**src/rtl/module_mult_booth_ctrl.sv**
```systemverilog
// Radix-2 Booth multiplier sequencer.
// Steps the datapath through clear, load and N add/sub + shift iterations.
package mult_booth_pkg;

    typedef struct packed {
        logic load_A;
        logic load_B;
        logic load_add;
        logic shift_HQ_LQ_Q_1;
        logic add_sub;
    } mult_control_t;

endpackage

module module_mult_booth_ctrl
    import mult_booth_pkg::*;
#(
    parameter int N = 8
) (
    input  logic          clk,
    input  logic          rst,
    input  logic          start,
    input  logic          ack,
    input  logic [1:0]    Q_LSB,
    output mult_control_t mult_control,
    output logic          dp_clear,
    output logic          busy,
    output logic          done
);

    localparam int CW = $clog2(N + 1);

    typedef enum logic [2:0] {
        IDLE,
        CLEAR,
        LOAD,
        OP,
        SHIFT,
        DONE
    } state_t;

    state_t        state_q;
    state_t        state_d;
    logic [CW-1:0] cnt_q;
    logic [CW-1:0] cnt_d;

    // State and iteration-counter registers
    always_ff @(posedge clk) begin
        if (rst) begin
            state_q <= IDLE;
            cnt_q   <= '0;
        end else begin
            state_q <= state_d;
            cnt_q   <= cnt_d;
        end
    end

    // Next state, counter update and control decode (Mealy in OP)
    always_comb begin
        state_d      = state_q;
        cnt_d        = cnt_q;
        mult_control = '0;
        dp_clear     = 1'b0;
        busy         = 1'b1;
        done         = 1'b0;

        unique case (state_q)
            IDLE: begin
                busy = 1'b0;
                if (start) begin
                    state_d = CLEAR;
                end
            end

            CLEAR: begin
                dp_clear = 1'b1;
                state_d  = LOAD;
            end

            LOAD: begin
                mult_control.load_A = 1'b1;
                mult_control.load_B = 1'b1;
                cnt_d               = CW'(N);
                state_d             = OP;
            end

            OP: begin
                // {LQ[0],Q_1}: 01 adds M, 10 subtracts M, 00/11 skip
                unique case (Q_LSB)
                    2'b01: begin
                        mult_control.load_add = 1'b1;
                        mult_control.add_sub  = 1'b1;
                    end
                    2'b10: begin
                        mult_control.load_add = 1'b1;
                    end
                    default: begin
                    end
                endcase
                state_d = SHIFT;
            end

            SHIFT: begin
                mult_control.shift_HQ_LQ_Q_1 = 1'b1;
                cnt_d = cnt_q - CW'(1);
                // last iteration leaves cnt at 0 and never wraps
                if (cnt_q == CW'(1)) begin
                    state_d = DONE;
                end else begin
                    state_d = OP;
                end
            end

            DONE: begin
                done = 1'b1;
                if (ack) begin
                    state_d = IDLE;
                end
            end

            default: begin
                state_d = IDLE;
            end
        endcase
    end

endmodule

```
**config.mk**
```make
export PLATFORM = sky130hd
export DESIGN_NAME = module_mult_booth_ctrl
export DESIGN_NICKNAME = d
export VERILOG_FILES = /design/src/rtl/module_mult_booth_ctrl.sv
export SDC_FILE = /design/constraint.sdc
export NUM_CORES = 1
export LEC_CHECK = 0
export ABC_AREA = 1
export BUFFER_PORTS_ARGS = -buffer_cell sky130_fd_sc_hd__buf_2
export CAP_MARGIN = 40
export CORE_AREA = 4 4 41 43
export CTS_CLUSTER_SIZE = 16
export DETAILED_ROUTE_END_ITERATION = 7
export DIE_AREA = 0 0 45 47
export SLEW_MARGIN = 20
export SYNTH_ARGS = -nofsm -noshare
export SYNTH_HDL_FRONTEND = slang
export SYNTH_SLANG_ARGS = --single-unit
```
**constraint.sdc**
```tcl
create_clock -name clk -period 1.27 [get_ports clk]
set_input_delay 0.127 -clock clk [delete_from_list [all_inputs] [get_ports clk]]
set_output_delay 0.127 -clock clk [all_outputs]
set_load 0.01 [all_outputs]
```
# Word-level counts from Yosys, hierarchy flattened
# Index checks and enable logic that the tools add are counted.
# totals
mem_bits_ro,0
memories,0
input_bits,6
output_inout_bits,8
latchBits,0
reg_bits,7
mem_bits_rw,0
wordCells,31
# op_classes
addsub,1
div,0
mux,14
n_bitwise,0
n_lt_le_gt_ge,0
multipliers,0
shift,0
n_reduce_logical,4
n_eq_ne,10
# op_table
cell,count
case mux 3 bit (6 select lines),1
two-way mux 3 bit,3
two-way mux 1 bit,8
case mux 4 bit (2 select lines),1
equality test 3 x 2 -> 1 bit (second input constant),2
equality test 3 bit (second input constant),2
equality test 4 x 1 -> 1 bit (second input constant),1
inequality test 2 bit (second input constant),2
subtractor 4 x 1 -> 4 bit (second input constant),1
equality test 3 x 1 -> 1 bit (second input constant),1
zero test 3 bit,1
equality test 2 x 1 -> 1 bit (second input constant),1
equality test 2 bit (second input constant),1
two-way mux 2 bit,1
AND reduction 2 bit,1
nonzero test 2 bit,1
OR reduction 2 bit,1

# Depth between registers and ports, before layout
# logic_depth
depth_word,4
mapped_depth,8
ltp_nobuf,8

# Worst setup path before layout
# No wires, ideal clock.
# synth_path
path_kind,reg2reg
start,register cnt_q[0]
end,register cnt_q[1]
slack_ps,259
required_time_ps,1211
arrival_time_ps,953
n_path_buf,0
path_stages_with_launch,5
period_less_slack_ps,1011
setup_time_ps,59
path_cell_list,dfxtp_1 -> inv_1 -> ha_1 -> o22ai_2 -> and2_1
# synth_via
elab_chain_cells,2
# synth_rtl
element,line_no,source
"start, declared",44,logic [CW-1:0] cnt_q;
"start signal, assigned",54,cnt_q <= cnt_d;
subtractor 4 x 1 -> 4 bit,105,cnt_d = cnt_q - CW'(1);
case mux 4 bit (2 select lines),67,unique case (state_q)
# No other way between the ends.
# A chain may end at the register's enable or synchronous reset.

==> results_dict.tcl <==
set metrics [dict create \
    p_per_area_nw_per_um2 1060 \
    min_path_type "primary input to flop" \
    tritoncts "done" \
    num_rows 13 \
    grt_antenna_before_repair 0 \
    slew_viol_final 0 \
    ys_types 21 \
    port_buffers 13 \
    syn_to_final_growth_pct 23.8 \
    finalSetupTns_ns 0 \
    cts_buffer_depth 2 \
    drive_gt1_share_pct 36.6 \
    final_nets 92 \
    ant_nets 0 \
    ys_seq_area_share_pct 30.6 \
    r2r_end "cnt_q[1]" \
    grt_max_degree 7 \
    dp_hpwl_um 723 \
    globalRouteOverflowTotal 0 \
    antenna_cells 0 \
    firstDrtPassIters 3 \
    grt_setup_unrepaired "true" \
    first_iter_violations 5 \
    num_vias 424 \
    vdd_drop_max_uv 577 \
    worstRegToRegCells 4 \
    endpoint_kind "output port" \
    die_y_um 47 \
    root_buffer "clkbuf_4" \
    cts_hold_buf 0 \
    fillers 151 \
    startpoint_type "flop" \
    initial_core_util_pct 35.2 \
    final_cell_mix "13 x inv_1, 13 x buf_2, 9 x nand2_1" \
    synth-seq-cells 7 \
    worstSkewPairLatency_ns 0.25 \
    avgViaCountPerCell 4.37 \
    mappedNetlistArea_um2 458 \
    worst-setup-path-type "flop to output port" \
    fp.dieW_um 45 \
    drt-wirelength-per-cell_um 8.99 \
    outcome "finished clean" \
    finalCritPeriodShare_pct 94.3 \
    worstPathRequired_ns 1.14 \
    setup_violations 0 \
    hold_viol 0 \
    final_util_pct 43.6 \
    multi_input_area_um2 255 \
    ff_latch_area_um2 141 \
    finClkSkew_ns 0.00468 \
    die_area_um2 2120 \
    critical_path_arrival_ns 1.07 \
    crit_path_max_fanout 6 \
    gp_congestion 0.825 \
    fin_crit_ns 1.20 \
    setup.worst_path.start "state_q[1]" \
    ios 14 \
    cts_sinks 7 \
    max-cap-violations 0 \
    cts-htree-levels 1 \
    syn_area_per_cell_um2 6.94 \
    worst_hold_startpoint "rst" \
    worstHoldPathCells 2 \
    min_to "state_q[0]" \
    grt_pass1_vias 335 \
    tightestPinTransition_ns 0.207 \
    fmax_mhz 835 \
    core_um2 1300 \
    postSynthCellCount 66 \
    crit-reg2reg-launch "cnt_q[0]" \
    rrSetupSlack_ns 0.20 \
    grtUsageTotal_pct 8.87 \
    p_leak_uw 0.000315 \
    finalWirelength_um 872 \
    yosys_warnings 0 \
    relSlewSlack_pct 86.2 \
    numCtsBuffers 3 \
    syn_nets 75 \
    grt_pass1_wl_um 1320 \
    post-route-drc-count 0 \
    clk_pin_slew_ns 0.05 \
]
-- metrics by stage --
stage | instance area, um2 | std cells | total power [uW] | setup slack, ns | hold slack (ns)
after floorplan | 458 | 66 | 361 | 0.259 | 0.194
after global placement | 534 | 93 | 400 | 0.236 | 0.327
after detailed placement | 534 | 93 | 401 | 0.212 | 0.326
after CTS | 562 | 97 | 615 | 0.0479 | 0.0461
after global routing | 567 | 97 | 648 | -0.00304 | 0.0424
final | 567 | 97 | 602 | 0.0723 | 0.0504
-- flip-flops by register name, summed over array words and instances, names as in the netlist --
name     flops
state_q      3
cnt_q        4
-- worst max path at each step --
stage                           end  slack, ns  cells after the start
floorplan                  cnt_q[1]       0.26                      4
global placement           cnt_q[1]       0.24                      4
detailed placement         cnt_q[1]       0.21                      4
CTS                 mult_control[2]       0.05                      4
finish              mult_control[1]       0.07                      4
global route        mult_control[1]     -0.003                      4
-- cell families (layout without fill, tap and decap cells) --
| family | Yosys count | count (layout) | synth area share (%) |
|---|---|---|---|
| adders and majority gates | 3 | 3 | 8.20 |
| AOI/OAI and AO/OA | 8 | 8 | 11.2 |
| buffers and inverters | 17 | 33 | 14.8 |
| and+or+nand+nor | 31 | 31 | 35.2 |
| DFF | 7 | 7 | 30.6 |
-- layout make-up --
type	instances	area share, %
Inverter	16	10.6
Clock buffer	4	4.64
Tap cell	15	3.31
Multi-Input combinational cell	42	45.0
Sequential cell	7	24.9
Timing Repair Buffer	13	11.5
-- power breakdown --
part / switching, uW / leakage [uW] / internal, uW / total, uW
combinational: 80.7 / 0.000243 / 57.5 / 138
sequential: 22.2 / 0.0000573 / 237 / 259
clock: 84.3 / 0.0000150 / 120 / 204
-- routing by layer --
metal,global-route usage [%],part of all wire (%)
met2,14.7,47
met3,2.30,5.8
met1,10.3,47
met4,5.26,0.57
met5,0,0
-- worst max-delay path: stages (launching register included) --
cell     delay [ns]
dfxtp_1        0.36
inv_2          0.11
nand2_4        0.06
nor2_4         0.14
buf_2          0.15
-- synthesized netlist by cell type --
master,number,area (um2)
inv_1,13,48.8
nand2_1,9,33.8
dfxtp_1,7,140
nand3_1,6,30.0
nor2_1,6,22.5
ha_1,3,37.5
inv_2,3,11.3
nor2_2,3,18.8
o21ai_0,3,15.0
nand2_2,2,12.5
a21oi_1,1,5.00
a31oi_1,1,6.26
and2_1,1,6.26
buf_4,1,7.51
nand2_4,1,11.3
nand3_2,1,10.0
nor2_4,1,11.3
nor3_1,1,5.00
o21a_1,1,7.51
o21ai_1,1,5.00
o22ai_2,1,12.5
-- repair_timing --
action	in CTS	in global routing
setup buffers	0	0
setup endpoints to repair	1	2
gates resized for setup	1	1
pin swaps	0	0
No activity file was read; power rests on OpenSTA's default activity.
